## config.mk

```make
export PLATFORM = sky130hd
export DESIGN_NAME = lock_controller
export DESIGN_NICKNAME = d
export VERILOG_FILES = /design/src/rtl/lock_controller.sv
export SDC_FILE = /design/constraint.sdc
export NUM_CORES = 1
export LEC_CHECK = 0
export ABC_AREA = 1
export BUFFER_PORTS_ARGS = -buffer_cell sky130_fd_sc_hd__buf_2
export CAP_MARGIN = 20
export CORE_MARGIN = 10
export CORE_UTILIZATION = 51
export CTS_CLUSTER_DIAMETER = 30
export DETAILED_ROUTE_END_ITERATION = 10
export PLACE_DENSITY = 0.69
export SLEW_MARGIN = 25
export SYNTH_ARGS = -nofsm -noshare
export SYNTH_HDL_FRONTEND = slang
export SYNTH_SLANG_ARGS = --single-unit
```

## constraint.sdc

```tcl
create_clock -name clk -period 2.1 [get_ports clk]
set_input_delay 0.105 -clock clk [delete_from_list [all_inputs] [get_ports clk]]
set_output_delay 0.105 -clock clk [all_outputs]
set_load 0.005 [all_outputs]
```

## src/rtl/lock_controller.sv

```systemverilog
// Keypad-to-checker sequencer: turns debounced key/enter/set pulses into checker
// strobes and resets, and tracks lock state, wrong attempts and lockout time.
module lock_controller #(
  parameter int PW_LEN         = 4,
  parameter int MAX_ATTEMPTS   = 3,
  parameter int LOCKOUT_CYCLES = 50000000,
  parameter int CNT_W          = 26
) (
  input  logic       clk,
  input  logic       input_reset,
  input  logic       key_valid,
  input  logic [3:0] key_code,
  input  logic       enter_btn,
  input  logic       set_btn,
  input  logic       correct_password,
  input  logic       incorrect_password,
  output logic       input_value,
  output logic       store_value,
  output logic       compare,
  output logic [3:0] bits,
  output logic       chk_input_reset_n,
  output logic       chk_system_reset_n,
  output logic       unlocked,
  output logic       locked_out,
  output logic [1:0] attempts_left,
  output logic [2:0] state_dbg
);

  localparam int DC_W = $clog2(PW_LEN + 1);
  localparam logic [DC_W-1:0]  PW_CNT    = DC_W'(PW_LEN);
  localparam logic [1:0]       ATT_MAX   = 2'(MAX_ATTEMPTS);
  localparam logic [CNT_W-1:0] LOCK_LAST = CNT_W'(LOCKOUT_CYCLES - 1);

  typedef enum logic [2:0] {
    S_INIT     = 3'd0,
    S_SET      = 3'd1,
    S_LOCKED   = 3'd2,
    S_CHECK    = 3'd3,
    S_UNLOCKED = 3'd4,
    S_LOCKOUT  = 3'd5
  } state_t;

  function automatic logic [1:0] sat_dec(input logic [1:0] v);
    return (v == 2'd0) ? 2'd0 : v - 2'd1;
  endfunction

  state_t            state, state_nx;
  logic              init_p, init_nx;
  logic [DC_W-1:0]   dcnt, dcnt_nx;
  logic              vld_p0, vld_nx;
  logic [3:0]        bits_nx;
  logic              iv_nx, sv_nx, cmp_nx, cir_nx, csr_nx;
  logic              unl_nx, lko_nx;
  logic [1:0]        att_nx, att_dec;
  logic [1:0]        tmr, tmr_nx;
  logic [CNT_W-1:0]  lock_cnt, lock_nx;
  logic              in_flight, digit_ok, entry_done;

  assign state_dbg = state;
  assign in_flight = vld_p0 | input_value | store_value;
  assign digit_ok  = key_valid && !enter_btn && !in_flight && (dcnt < PW_CNT);
  // Enter is held off while a digit is still on its way so compare never overlaps a strobe.
  assign entry_done = enter_btn && (dcnt != '0) && !in_flight;
  assign att_dec   = sat_dec(attempts_left);

  always_ff @(posedge clk or negedge input_reset) begin
    if (!input_reset) begin
      state              <= S_INIT;
      init_p             <= 1'b0;
      dcnt               <= '0;
      vld_p0             <= 1'b0;
      bits               <= 4'd0;
      input_value        <= 1'b0;
      store_value        <= 1'b0;
      compare            <= 1'b0;
      chk_input_reset_n  <= 1'b0;
      chk_system_reset_n <= 1'b0;
      unlocked           <= 1'b0;
      locked_out         <= 1'b0;
      attempts_left      <= ATT_MAX;
      tmr                <= 2'd0;
      lock_cnt           <= '0;
    end else begin
      state              <= state_nx;
      init_p             <= init_nx;
      dcnt               <= dcnt_nx;
      vld_p0             <= vld_nx;
      bits               <= bits_nx;
      input_value        <= iv_nx;
      store_value        <= sv_nx;
      compare            <= cmp_nx;
      chk_input_reset_n  <= cir_nx;
      chk_system_reset_n <= csr_nx;
      unlocked           <= unl_nx;
      locked_out         <= lko_nx;
      attempts_left      <= att_nx;
      tmr                <= tmr_nx;
      lock_cnt           <= lock_nx;
    end
  end

  always_comb begin
    state_nx = state;
    init_nx  = init_p;
    dcnt_nx  = dcnt;
    vld_nx   = 1'b0;
    bits_nx  = bits;
    cmp_nx   = 1'b0;
    cir_nx   = 1'b1;
    csr_nx   = 1'b1;
    att_nx   = attempts_left;
    tmr_nx   = tmr;
    lock_nx  = lock_cnt;
    // Digit stage p0 -> strobe: the strobe kind follows the state the digit was taken in.
    iv_nx    = vld_p0 && (state == S_LOCKED);
    sv_nx    = vld_p0 && (state == S_SET);

    unique case (state)
      S_INIT: begin
        cir_nx = 1'b0;
        csr_nx = 1'b0;
        if (!init_p) begin
          init_nx = 1'b1;
        end else begin
          cir_nx   = 1'b1;
          csr_nx   = 1'b1;
          state_nx = S_SET;
        end
      end
      S_SET, S_LOCKED: begin
        if (entry_done) begin
          dcnt_nx = '0;
          if (state == S_SET) begin
            state_nx = S_LOCKED;
          end else begin
            state_nx = S_CHECK;
            cmp_nx   = 1'b1;
            tmr_nx   = 2'd0;
          end
        end else if (digit_ok) begin
          bits_nx = key_code;
          vld_nx  = 1'b1;
          dcnt_nx = dcnt + DC_W'(1);
        end
      end
      S_CHECK: begin
        if (tmr == 2'd2) begin
          cir_nx = 1'b0;
          if (correct_password && !incorrect_password) begin
            state_nx = S_UNLOCKED;
            att_nx   = ATT_MAX;
          end else begin
            att_nx = att_dec;
            if (att_dec == 2'd0) begin
              state_nx = S_LOCKOUT;
              lock_nx  = '0;
            end else begin
              state_nx = S_LOCKED;
            end
          end
        end else begin
          tmr_nx = tmr + 2'd1;
        end
      end
      S_UNLOCKED: begin
        if (set_btn) begin
          csr_nx   = 1'b0;
          state_nx = S_SET;
        end else if (enter_btn) begin
          cir_nx   = 1'b0;
          state_nx = S_LOCKED;
        end
      end
      S_LOCKOUT: begin
        if (lock_cnt == LOCK_LAST) begin
          lock_nx  = '0;
          att_nx   = ATT_MAX;
          state_nx = S_LOCKED;
        end else begin
          lock_nx = lock_cnt + CNT_W'(1);
        end
      end
      default: state_nx = S_INIT;
    endcase

    unl_nx = (state_nx == S_UNLOCKED);
    lko_nx = (state_nx == S_LOCKOUT);
  end

endmodule
```

==> flow_summary.toml, run 1 <==
[synthesis]
netlist-cell-type-count = 31
yosysWarningCount = 0
syn_inst = 417
ys_ff_latch = 49
synthFlopType = "dfrtp_1"
synthDominantCellAreaShare = 0.391
synth_nets = 432
yosysTopAreaCell = "dfrtp_1"
synthTopCellsByArea = "dfrtp_1 (39%), nand2_1 (15%), inv_1 (6.4%)"
syn_area_per_cell_um2 = 7.21
synth_edf_count = 0
synth-seq-area-share = 0.408
synthArstFlopShare = 1.00
netlist_area_mm2 = 0.00301

[grt]
grtUsageTotal = 0.155
grt_max_degree = 22
grt_overflow_total = 0
grt_pass1_wl_mm = 12.6
grt_pass1_vias = 2651
grt_antenna_before_repair = 0

[critical_path]
cp.required_ps = 2290
cp_max_fo = 15
crit_path_end = "lock_cnt[4]"
cp-start-kind = "flop"
regToRegSetupSlack_ps = 420
endpoint_kind = "flop"
r2r-end = "lock_cnt[4]"
critPathKind = "reg2reg"
critPathLaunch = "tmr[0]"
ff2ff_path_depth = 9
critPathArrivalTime_ps = 1870
reg2reg_from = "tmr[0]"

[die]
dieArea_mm2 = 0.00937
io_pins = 27
fp.dieH_um = 96.8
fp.dieW_um = 96.8
start_util = 0.536
core_area_mm2 = 0.00561
rows = 27

[job]
maxCapViolations = 0

[timing]
finalHoldViolCount = 0
max_slew_margin = 0.660
finClkSkew_ps = 5.78
tightest_slew_ps = 510
setup_viol = 0
fmax_mhz = 594
worst_slack_ps = 417
post-route-min-period_ps = 1680
report.final.slew_viol_count = 0
tns_ps = 0
finalCritPeriodShare = 0.801
rsz0062_at_grt = "no"

[cts]
root_buffer = "clkbuf_8"
path_clk_slew_ps = 90
cts_buffers = 5
cts_tree = "built"
cts.sinks = 49
cts_htree_levels = 2
insertion_delay_ps = 310
ctsResizeCount = 0
cts_buffer_depth = 2

[drt]
detail_route.wl_per_cell_um = 13.8
vias = 2785
ant_nets = 0
drt_iter0_markers = 170
wirelength_mm = 7.31
drc = 0
via_per_inst = 5.27
drt_pass1_iterations = 4

[layout]
final_cell_mix = "nand2_1 (118), inv_1 (51), nor2_1 (50)"
drive_gt1_frac = 0.184
fin_nets = 470
mostFrequentLayoutCell = "nand2_1"
multiInputGateArea_mm2 = 0.00153
area_growth_syn_to_layout_pct = 12.1
diodes = 0
regArea_mm2 = 0.00123
num-fill-cells = 543

[pwr]
power_density_mw_per_mm2 = 1180
p_sw_frac = 0.458
combPwrFrac = 0.397
intPower_mw = 2.16
p_switching_mw = 1.82
p_clk_frac = 0.145
ir_worst_vdd_uv = 646
seqPwrFrac = 0.458
p_leak_nw = 1.63

[worst_hold_path]
hold_path.class = "in2reg"

[placement]
gp_congestion = 0.867
hpwl_mm = 5.52
post-place-ws_ps = 453
port_buffers = 26

[status]
status = "finished, final reports clean"
-- layer usage --
layer / vias up / wire length [µm] / part of all wire / GRT usage
met3: 8 / 385 / 0.053 / 0.0397
met1: 1303 / 3210 / 0.44 / 0.181
met2: 71 / 3610 / 0.49 / 0.271
li1: 1403 / - / - / -
met5: - / 0 / 0 / 0
met4: 0 / 108 / 0.015 / 0.0485
-- area by class of cell --
cell class | instances | share of cell area
Sequential cell | 49 | 0.364
Clock buffer | 5 | 0.0204
Timing Repair Buffer | 35 | 0.0623
Clock inverter | 3 | 0.00631
Tap cell | 72 | 0.0267
Inverter | 59 | 0.0657
Multi-Input combinational cell | 305 | 0.454
-- cell usage after synthesis (all sizes together) (2+ instances only) --
cell and instances:
buf 4, dfrtp 47, inv 59, xnor2 2, ha 4, nand2 130, nand3 40, nor2 67
nor3 3, o21ai 26, nand4 16, dfstp 2, a21oi 2, xor2 6, o211ai 2
-- sequential cells by signal (all words and copies together) (netlist names) --
| name | count |
|---|---|
| attempts_left | 2 |
| bits | 4 |
| chk_input_reset_n | 1 |
| chk_system_reset_n | 1 |
| compare | 1 |
| dcnt | 3 |
| init_p | 1 |
| input_value | 1 |
| lock_cnt | 26 |
| locked_out | 1 |
| state_dbg | 3 |
| store_value | 1 |
| tmr | 2 |
| unlocked | 1 |
| vld_p0 | 1 |
-- cells by family (layout without fill, tap and decap cells) --
family / after synthesis / count (layout) / synth area share
buffers and inverters: 63 / 102 / 0.0819
and+or+nand+nor: 257 / 257 / 0.399
DFF: 49 / 49 / 0.408
xor gates and xnor gates: 8 / 8 / 0.0233
adders and majority gates: 4 / 4 / 0.0166
AOI/OAI and AO/OA: 36 / 36 / 0.0711
-- power by group through the flow --
| stage | Combinational (mW) | Sequential, mW | Clock, mW |
|---|---|---|---|
| final | 1.58 | 1.82 | 0.579 |
| after global routing | 1.85 | 1.88 | 0.623 |
| after CTS | 1.59 | 1.82 | 0.595 |
| after global placement | 1.54 | 1.82 | 0 |
| after floorplan | 1.18 | 1.71 | 0 |
| after detailed placement | 1.58 | 1.83 | 0 |
-- what timing repair did --
item                                    4_1_cts  5_1_grt
endpoints found under the setup margin        0        0
endpoints found under the hold margin        23        0
hold buffers                                  5        0
setup buffers                                 0        0
-- per-stage QoR --
step | instance area (µm²) | power (mW) | utilization | hold WS, ps | std cells
final | 3370 | 3.98 | 0.602 | 50.6 | 528
after global routing | 3370 | 4.36 | 0.602 | 86.4 | 528
after floorplan | 3010 | 2.89 | - | -191 | 417
after detailed placement | 3230 | 3.41 | 0.577 | 107 | 515
after CTS | 3370 | 4.01 | 0.602 | 46.8 | 528
after global placement | 3230 | 3.36 | 0.577 | 99.4 | 515
-- critical path: stages, from the launching register on --
cell and delay (ps):
dfrtp_1 410, inv_1 60, ha_1 160, inv_1 70, nor3_2 220, nand2_1 130, nand2_2 160, inv_2 180
nand2_1 90, o21ai_0 90
-- worst min path at each step --
stage	startpoint	end	slack [ps]	cells past startpoint
2_1_floorplan	input_reset	bits[0]	-190	0
3_3_place_gp	input_reset	lock_cnt[15]	100	1
3_5_place_dp	input_reset	lock_cnt[23]	110	1
4_1_cts	set_btn	chk_input_reset_n	50	3
5_1_grt	set_btn	chk_input_reset_n	90	3
6_report	set_btn	chk_input_reset_n	50	3
Power figures use the tool's default switching activity.
==> run 2: changes to the inputs <==
==> constraint.sdc (replaced) <==
create_clock -name clk -period 1.7 [get_ports clk]
set_input_delay 0.085 -clock clk [delete_from_list [all_inputs] [get_ports clk]]
set_output_delay 0.085 -clock clk [all_outputs]
set_load 0.005 [all_outputs]
==> flow_summary.toml, run 2 (synthesis gave the netlist of run 1 again) <==
[status]
status = "finished, final reports clean"

[critical_path]
cp.required_ps = 1910
regToRegSetupSlack_ps = 120
path_common_cell = "nand3_1"
cp-start-kind = "flop"
max_stage_delay_ps = 410
endpoint_kind = "flop"
reg2reg_from = "lock_cnt[1]"
critPathArrivalTime_ps = 1790
r2r-end = "lock_cnt[22]"
path_cells = "ha_2 > nand3_1 > nor2_4 > nand2_2 > nor2_1 > nand4_1 > nand3_1 > nand2_1"
ff2ff_path_depth = 8
critPathBufInv = 0
critPathKind = "reg2reg"
crit_path_top_delay_cell = "dfrtp_1"
cp_max_fo = 5
critPathTopFamily = "simple AND/OR/NAND/NOR gates"

[grt]
grt_pass1_vias = 2793
grt_pass1_wl_mm = 12.6
grt_overflow_total = 0
grt_max_degree = 32
grt_antenna_before_repair = 0
grtUsageTotal = 0.155

[layout]
mostFrequentLayoutCell = "nand2_1"
area_growth_syn_to_layout_pct = 14.4
fin_nets = 470
largest_reg_flops = 26
final_cell_mix = "nand2_1 (118), inv_1 (51), nor2_1 (49)"
drive_gt1_frac = 0.191
top_register = "lock_cnt"
final_area_mm2 = 0.00344
diodes = 0
largestRegisters = "lock_cnt x26, bits x4"

[cts]
cts_htree_levels = 2
insertion_delay_ps = 300
cts.sinks = 49
cts_tree = "built"
cts_buffers = 5
path_clk_slew_ps = 90
cts_buffer_depth = 2
root_buffer = "clkbuf_8"

[pwr]
p_leak_nw = 1.66
intPower_mw = 2.87
p_clk_frac = 0.173
combPwrFrac = 0.385
ir_worst_vdd_uv = 840
p_switching_mw = 2.22
power_density_mw_per_mm2 = 1480
seqPwrFrac = 0.442
p_sw_frac = 0.436

[worst_hold_path]
hold_path.class = "in2reg"
hold_path_end = "chk_input_reset_n"
hold_depth = 3
min_from = "set_btn"

[drt]
drc = 0
drt_iter0_markers = 95
via_per_inst = 5.20
wirelength_mm = 7.16
detail_route.wl_per_cell_um = 13.6
routed.top_layer = "met4"
vias = 2745
met2_length_mm = 3.60
dr_wl_met3_um = 354
drt_pass1_iterations = 4
met1_length_mm = 3.12
ant_nets = 0

[die]
fp.dieH_um = 96.8
dieArea_mm2 = 0.00937
core_area_mm2 = 0.00561
io_pins = 27
start_util = 0.536
rows = 27
fp.dieW_um = 96.8

[timing]
setup_viol = 0
report.final.slew_viol_count = 0
fmax_mhz = 632
post-route-min-period_ps = 1580
finalHoldViolCount = 0
tightest_slew_ps = 480
max_slew_margin = 0.680
finalCritPeriodShare = 0.931
tns_ps = 0
rsz0062_at_grt = "no"
holdWs_ps = 31.7
finClkSkew_ps = 10.5

[placement]
gp_congestion = 0.893
dpl_cell_area_mm2 = 0.00325
port_buffers = 26
hpwl_mm = 5.46

[job]
maxCapViolations = 0
[run 2: power groups by stage]
| stage | Sequential [mW] | Combinational [mW] | Clock, mW |
|---|---|---|---|
| 6_report | 2.25 | 1.96 | 0.882 |
| 4_1_cts | 2.23 | 1.95 | 0.902 |
| 5_1_grt | 2.32 | 2.29 | 0.937 |
| 3_5_place_dp | 2.25 | 1.94 | 0 |
| 2_1_floorplan | 2.11 | 1.46 | 0 |
| 3_3_place_gp | 2.23 | 1.91 | 0 |
[run 2: how the worst max path moves through the flow]
| stage | startpoint | endpoint | slack (ps) | cells after the start |
|---|---|---|---|---|
| after CTS | tmr[0] | lock_cnt[8] | 80 | 9 |
| after global routing | lock_cnt[1] | lock_cnt[3] | 9 | 8 |
| final | lock_cnt[1] | lock_cnt[22] | 120 | 8 |
| after detailed placement | lock_cnt[1] | lock_cnt[22] | 100 | 8 |
| after floorplan | tmr[0] | lock_cnt[19] | 270 | 10 |
| after global placement | lock_cnt[1] | lock_cnt[22] | 130 | 8 |
[run 2: final cells by class]
| cell class | instances | area [µm²] |
|---|---|---|
| Clock inverter | 2 | 37.5 |
| Tap cell | 72 | 90.1 |
| Sequential cell | 49 | 1230 |
| Multi-Input combinational cell | 305 | 1550 |
| Fill cell | 542 | 2170 |
| Inverter | 59 | 226 |
| Timing Repair Buffer | 35 | 226 |
| Clock buffer | 6 | 82.6 |
[run 2: timing repair]
item                       CTS  global route
hold endpoints to repair    22             0
hold buffers                 5             0
resized for setup            0             8
buffers inserted             0             0
setup endpoints to repair    0            26
[run 2: tightest hold or removal path, stage by stage]
cell       delay, ps
buf_2             80
o21ai_0           60
o2111ai_1         70
[run 2: routing by layer]
layer,vias to the layer above,GRT usage
met5,-,0
met4,0,0.0496
met3,6,0.0348
met2,54,0.270
met1,1281,0.184
li1,1404,-
[run 2: stage by stage]
| step | util | std cells | total power, mW | setup WS, ps |
|---|---|---|---|---|
| detailed placement | 0.579 | 515 | 4.18 | 99.0 |
| global route | 0.614 | 528 | 5.54 | 9.06 |
| finish | 0.614 | 528 | 5.09 | 117 |
| global placement | 0.579 | 515 | 4.14 | 126 |
| CTS | 0.609 | 528 | 5.08 | 79.4 |
| floorplan | - | 417 | 3.57 | 274 |
==> run 3: changes to the inputs <==
==> constraint.sdc (replaced) <==
create_clock -name clk -period 2 [get_ports clk]
set_input_delay 0.1 -clock clk [delete_from_list [all_inputs] [get_ports clk]]
set_output_delay 0.1 -clock clk [all_outputs]
set_load 0.005 [all_outputs]
==> flow_summary.toml, run 3 (synthesis gave the netlist of run 1 again) <==
[status]
status = "finished, final reports clean"

[cts]
cts_buffers = 5
cts_tree = "built"
insertion_delay_ps = 310
cts_buffer_depth = 2
cts.sinks = 49
root_buffer = "clkbuf_8"
path_clk_slew_ps = 90
post-cts-setup-buffers = 0
cts_htree_levels = 2

[placement]
gp_congestion = 0.875
post-place-ws_ps = 361
hpwl_mm = 5.54
dpl_cell_area_mm2 = 0.00324
port_buffers = 26
dp_cells = 514

[layout]
multiInputGateArea_mm2 = 0.00153
final_area_mm2 = 0.00342
final_util = 0.610
top_register = "lock_cnt"
num-fill-cells = 525
largestRegisters = "lock_cnt x26, bits x4"
mostFrequentLayoutCell = "nand2_1"
diodes = 0
final_cell_mix = "nand2_1 (118), inv_1 (51), nor2_1 (50)"
area_growth_syn_to_layout_pct = 13.8
stdcell_count = 527
drive_gt1_frac = 0.182
fin_nets = 469
largest_reg_flops = 26
regArea_mm2 = 0.00123

[grt]
grtUsageTotal = 0.157
grt_overflow_total = 0
grt_max_degree = 28
grt_pass1_vias = 2739
grt_pass1_wl_mm = 12.6
grt_antenna_before_repair = 0

[pwr]
ir_worst_vdd_uv = 643
p_leak_nw = 1.66
power_density_mw_per_mm2 = 1290
p_total_mw = 4.40

[timing]
finClkSkew_ps = 11.7
finalCritPeriodShare = 0.828
post-route-min-period_ps = 1660
max_slew_margin = 0.624
finalHoldViolCount = 0
tightest_slew_ps = 564
worst_slack_ps = 344
tns_ps = 0
holdWs_ps = 55.1
setup_viol = 0
rsz0062_at_grt = "no"
fmax_mhz = 604
report.final.slew_viol_count = 0

[die]
fp.dieW_um = 96.8
dieArea_mm2 = 0.00937
start_util = 0.536
core_area_mm2 = 0.00561
rows = 27
fp.dieH_um = 96.8
io_pins = 27

[critical_path]
path_cells = "inv_1 > ha_1 > inv_1 > nor3_2 > nand2_1 > nand2_2 > inv_2 > nor2_1 > nor2_1"
critPathTopFamily = "simple AND/OR/NAND/NOR gates"
cp-start-kind = "flop"
max_stage_delay_ps = 400
cp_max_fo = 15
critPathBufInv = 3
critPathArrivalTime_ps = 1860
crit_path_top_delay_cell = "dfrtp_1"
endpoint_kind = "flop"
critPathKind = "reg2reg"
cp.required_ps = 2200

[drt]
wirelength_mm = 7.30
via_per_inst = 5.29
drt_iter0_markers = 136
detail_route.wl_per_cell_um = 13.9
drt_pass1_iterations = 5
ant_nets = 0
vias = 2789
drc = 0

[worst_hold_path]
hold_path.class = "in2reg"

[job]
maxCapViolations = 0
run 3: area by class of cell:
class | count | area share
Tap cell | 72 | 0.0263
Clock buffer | 5 | 0.0201
Sequential cell | 49 | 0.359
Clock inverter | 3 | 0.0190
Inverter | 59 | 0.0647
Timing Repair Buffer | 34 | 0.0629
Multi-Input combinational cell | 305 | 0.448
run 3: metal layers:
layer | track usage | wire (µm) | vias to the layer above
li1 | - | - | 1399
met4 | 0.0643 | 141 | 0
met3 | 0.0334 | 368 | 9
met1 | 0.182 | 3190 | 1317
met5 | 0 | 0 | -
met2 | 0.270 | 3600 | 64
run 3: final timing paths:
kind / from / endpoint / slack [ps] / cells past startpoint
max in group asynchronous: input_reset / attempts_left[0] / 1070 / 3
min reg2reg: bits[0] / bits[0] / 480 / 2
max: tmr[0] / lock_cnt[17] / 340 / 9
min in group asynchronous: input_reset / lock_cnt[23] / 300 / 2
min: set_btn / chk_input_reset_n / 60 / 3
max reg2reg: tmr[0] / lock_cnt[17] / 340 / 9
run 3: report_power, final:
group	leakage, nW	switching, mW	internal, mW	total (mW)
sequential	0.605	0.502	1.41	1.92
clock	0.0681	0.338	0.497	0.835
combinational	0.984	1.05	0.606	1.66
run 3: repair_timing:
| action | 4_1_cts | 5_1_grt |
|---|---|---|
| hold buffers | 5 | 0 |
| hold endpoints to repair | 26 | 0 |
| resized for setup | 0 | 0 |
run 3: worst register-to-register path, cell delays in order (launching register included):
cell     delay [ps]
dfrtp_1         400
inv_1            60
ha_1            160
inv_1            70
nor3_2          240
nand2_1         130
nand2_2         150
inv_2           170
nor2_1          140
nor2_1           50
